**src/rtl/dot_product_seq.sv**
```systemverilog
// Sequential fixed-point dot-product engine: streams LEN (a,b) pairs through one
// multiplier and a two-stage multiply/accumulate pipeline, then emits one result.
module dot_product_seq #(
    parameter int DATA_W = 32,
    parameter int FRAC_W = 16,
    parameter int LEN    = 5,
    parameter int SAT_EN = 1
) (
    input  logic              clk,
    input  logic              reset,
    input  logic              start,
    input  logic [DATA_W-1:0] a_in,
    input  logic [DATA_W-1:0] b_in,
    input  logic              in_valid,
    output logic              in_ready,
    output logic [DATA_W-1:0] result,
    output logic              overflow,
    output logic              valid,
    output logic              busy,
    output logic [2:0]        dbg_state
);

    localparam int PROD_W   = 2 * DATA_W;
    localparam int T_W      = PROD_W - FRAC_W;
    localparam int CLOG_LEN = $clog2(LEN);
    localparam int ACC_W    = PROD_W - FRAC_W + CLOG_LEN + 1;
    localparam int CNT_W    = (LEN > 1) ? $clog2(LEN) : 1;

    localparam logic signed [ACC_W-1:0] MAX_V = ACC_W'({1'b0, {(DATA_W-1){1'b1}}});
    localparam logic signed [ACC_W-1:0] MIN_V = ~MAX_V;

    typedef enum logic [2:0] {
        S_IDLE   = 3'd0,
        S_RUN    = 3'd1,
        S_DRAIN1 = 3'd2,
        S_DRAIN2 = 3'd3,
        S_DONE   = 3'd4
    } state_t;

    state_t                   state_q;
    logic [CNT_W-1:0]         cnt_q;
    logic signed [T_W-1:0]    t_q;
    logic                     p_vld_q;
    logic signed [ACC_W-1:0]  acc_q;

    logic signed [PROD_W-1:0] prod_w;
    logic signed [T_W-1:0]    t_d;
    logic signed [ACC_W-1:0]  acc_d;
    logic [DATA_W-1:0]        result_d;
    logic                     overflow_d;
    logic                     accept;

    // Handshake: a pair transfers on a rising edge where in_valid && in_ready;
    // in_ready is high only in RUN and drops on the edge that takes the last pair.
    assign accept    = (state_q == S_RUN) && in_ready && in_valid;
    assign dbg_state = state_q;

    always_comb begin
        prod_w     = PROD_W'($signed(a_in)) * PROD_W'($signed(b_in));
        t_d        = T_W'(prod_w >>> FRAC_W);
        acc_d      = acc_q + ACC_W'(t_q);
        overflow_d = (acc_q > MAX_V) || (acc_q < MIN_V);
        result_d   = acc_q[DATA_W-1:0];
        if (SAT_EN != 0) begin
            if (acc_q > MAX_V) begin
                result_d = MAX_V[DATA_W-1:0];
            end else if (acc_q < MIN_V) begin
                result_d = MIN_V[DATA_W-1:0];
            end
        end
    end

    always_ff @(posedge clk or negedge reset) begin
        if (!reset) begin
            state_q  <= S_IDLE;
            cnt_q    <= '0;
            t_q      <= '0;
            p_vld_q  <= 1'b0;
            acc_q    <= '0;
            result   <= '0;
            overflow <= 1'b0;
            valid    <= 1'b0;
            busy     <= 1'b0;
            in_ready <= 1'b0;
        end else begin
            valid   <= 1'b0;
            p_vld_q <= accept;
            if (accept) begin
                t_q <= t_d;
            end
            if (p_vld_q) begin
                acc_q <= acc_d;
            end

            // Start clears after the pipeline update so a new run always begins from zero.
            case (state_q)
                S_IDLE, S_DONE: begin
                    if (start) begin
                        state_q  <= S_RUN;
                        acc_q    <= '0;
                        cnt_q    <= '0;
                        p_vld_q  <= 1'b0;
                        busy     <= 1'b1;
                        in_ready <= 1'b1;
                    end else begin
                        state_q <= S_IDLE;
                    end
                end
                S_RUN: begin
                    if (accept) begin
                        cnt_q <= cnt_q + CNT_W'(1);
                        if (cnt_q == CNT_W'(LEN - 1)) begin
                            state_q  <= S_DRAIN1;
                            in_ready <= 1'b0;
                        end
                    end
                end
                S_DRAIN1: begin
                    state_q <= S_DRAIN2;
                end
                S_DRAIN2: begin
                    state_q  <= S_DONE;
                    busy     <= 1'b0;
                    valid    <= 1'b1;
                    result   <= result_d;
                    overflow <= overflow_d;
                end
                default: begin
                    state_q <= S_IDLE;
                end
            endcase
        end
    end

endmodule

```
**config.mk**
```make
export PLATFORM = sky130hd
export DESIGN_NAME = dot_product_seq
export DESIGN_NICKNAME = d
export VERILOG_FILES = /design/src/rtl/dot_product_seq.sv
export SDC_FILE = /design/constraint.sdc
export NUM_CORES = 2
export LEC_CHECK = 0
export ABC_CLOCK_PERIOD_IN_PS = 3150
export BUFFER_PORTS_ARGS = -buffer_cell sky130_fd_sc_hd__buf_2
export CORE_MARGIN = 2
export CORE_UTILIZATION = 40
export DETAILED_ROUTE_END_ITERATION = 6
export PLACE_DENSITY = 0.55
export SYNTH_ARGS = -nofsm -noshare
export SYNTH_HDL_FRONTEND = slang
export SYNTH_SLANG_ARGS = --single-unit
```
**constraint.sdc**
```tcl
create_clock -name clk -period 3.15 [get_ports clk]
set_clock_uncertainty 0.05 [all_clocks]
set_input_delay 0.4725 -clock clk [delete_from_list [all_inputs] [get_ports clk]]
set_output_delay 0.4725 -clock clk [all_outputs]
set_load 0.01 [all_outputs]
```
==> out/qor.yml <==
status: "finished with violations"
violations: "negative setup slack"
setup_viol: 48
crit_path_end_kind: "flop"
cts_tree: "built"
critical_path_peak_fanout: 7
fin_ws_ns: -3.90
grt_start_max_net_pins: 81
overflow: 0
ys_ff_latch: 143
critPathArrivalTime_ns: 7.31
netlist.top_cell.by_area: "fa_1"
insertion_delay_ns: 0.43
netlist.area_leader.share_pct: 49.0
period_share_pct: 224
fmax_ghz: 0.142
maxCapViolCount: 0
startpoint_type: "primary input"
pre_cts_ws_ns: -4.79
utilization_pct: 49.7
grt_usage_pct: 22.6
ctsHtreeMaxLevel: 4
antenna_found_initial: 5
rsz0062_at_grt: "yes"
hold_path.class: "primary input to asynchronous set/reset pin"
start_util_pct: 40.5
die_area_um2: 113000
cts_made_buffers: 17
vias_per_cell: 4.91
cts_root_buffer: "clkbuf_16"
tns_ns: -168.40
port_buffers: 106
die_width_um: 336
rr_worst_depth: 12
syn_area_um2: 44200
slew-limit-headroom_pct: 41.1
r2r-start: "t_q[23]$_DFFE_PN0P_"
avgSynthCellArea_um2: 9.28
synth_nets: 6145
nNetsFinal: 6614
nFillCells: 10300
setup.worst_path.start: "a_in[31]"
die_h_um: 336
synth_edf_count: 0
critPathKind: "primary input to flop"
synthDistinctLibCells: 68
area.growth.synth_to_final_pct: 22.9
ys_seq_area_share_pct: 8.10
drive_gt1_share_pct: 21.7
finalHoldViolCount: 0
num_vias: 33000
ys.flop_type: "dfrtp_1"
drt.antenna.violating_nets: 0
clk_pin_slew_worst_paths_ns: 0.07
io_pins: 107
cts.sinks: 143
core-area_um2: 109000
drtIter0Drc: 1901
dp_hpwl_um: 104000
wl_per_cell_um: 18.4
gp_congestion: 0.864
min_period_ns: 7.05
grt_pass1_vias: 36300
drcViolationCount: 0
worst_slew_pin_slew_ns: 0.884
num_rows: 121
clock_path_buffers: 2
slew_violations: 0
async_reset_ff_share_pct: 100
first_pass_iters: 6
required_ns: 3.41
grt_first_pass_wirelength_um: 201000
ys_top_cells_by_area: "fa_1 49%, inv_1 8.7%, dfrtp_1 8.1%"
syn-instance-count: 4762
wl_um: 124000
ys_warn_count: 0
## Yosys cell counts, types with 6 or more instances
cell type and instances:
a211oi_1 17, o211ai_1 9, clkbuf_1 250, and2_1 499, a21o_1 68, xor2_1 23, a211o_1 6, nor3_1 32
o21ai_0 131, mux2i_1 24, nor2_1 79, nor4_1 11, a21boi_0 7, nand2b_1 13, nor2b_1 36, nand4_1 31
ha_1 233, o31ai_1 8, fa_1 1082, xnor2_1 62, nand3_1 34, o21a_1 10, inv_1 1023, o21bai_1 23
dfrtp_1 143, nand2_1 645, a21oi_1 143, and3_1 10, nand4b_1 8, a31oi_1 11
## area by class of cell
cell class	count	area, um2	area share (%)
clock buffers	17	425	0.784
inverters	1023	3840	7.08
repair buffers	704	6740	12.4
well taps	1476	1850	3.40
multi-input cells	3342	37700	69.4
flip-flops and latches	143	3580	6.60
clock inverters	15	151	0.279
diodes	2	5.00	0.00922
## layout by cell type (no fill, tap or decap), types with 66 or more instances in the layout
| cell | count |
|---|---|
| buf_6 | 83 |
| buf_4 | 467 |
| a21o_1 | 68 |
| nand2_1 | 614 |
| ha_1 | 192 |
| and2_1 | 465 |
| inv_1 | 969 |
| fa_2 | 78 |
| fa_1 | 1004 |
| a21oi_1 | 107 |
| o21ai_0 | 66 |
| dfrtp_1 | 140 |
## registers in the layout, summed over array words and instances (netlist names)
name	cells
cnt_q	3
acc_q	52
result	32
p_vld_q	1
overflow	1
t_q	48
in_ready	1
valid	1
busy	1
dbg_state	3
## worst paths after layout
check / endpoint / slack (ns)
max reg2reg: acc_q[48]$_DFF_PN0_ / 0.03
min reg2reg: result[21]$_DFFE_PN0P_ / 0.42
max: t_q[47]$_DFFE_PN0P_ / -3.90
min in group clk: result[21]$_DFFE_PN0P_ / 0.42
max in group asynchronous: t_q[23]$_DFFE_PN0P_ / 2.34
min: result[4]$_DFFE_PN0P_ / 0.02
## through the flow
stage          instance area [um2]  hold WS (ns)  cells
2_1_floorplan                45000         0.127   4762
3_3_place_gp                 50600         0.407   6621
3_5_place_dp                 50600         0.415   6621
4_1_cts                      52900        0.0392   6683
5_1_grt                      54300        0.0760   6721
6_report                     54300        0.0182   6722
## kinds of logic after synthesis
family	synth area share, %
compound gates	6.95
xor+xnor	1.69
fa+ha+maj	55.6
buf+inv	10.9
flops	8.10
mux	0.620
simple gates	16.1
## critical path, cell delays in order
cell	delay [ns]
buf_12	0.12
and2_4	0.14
fa_1	0.51
buf_4	0.16
fa_1	0.46
fa_1	0.55
inv_2	0.05
fa_1	0.52
inv_1	0.05
fa_2	0.57
fa_1	0.48
fa_1	0.52
inv_2	0.04
fa_1	0.52
inv_2	0.06
ha_4	0.22
a21o_1	0.16
a21oi_2	0.14
o211ai_1	0.11
a221oi_2	0.31
a21o_1	0.20
o41ai_4	0.11
a21bo_4	0.27
o211ai_4	0.18
o21ai_1	0.10
a221o_1	0.30
## layer usage
metal	vias to the layer above	global-route usage [%]	share of wire (%)
li1	15100	-	-
met1	17100	32.9	47
met2	668	36.8	47
met3	114	2.58	4.5
met4	2	4.05	1.7
met5	-	0	0.0073
## repair_timing
item	CTS	global route
gates resized for setup	376	233
pin swaps	215	212
setup buffers	30	39
setup endpoints to repair	69	72
hold buffers	0	0
gates cloned	5	6
Power is not shown: default switching activity piles up to over one toggle a cycle in this logic, so the estimate is an artifact.
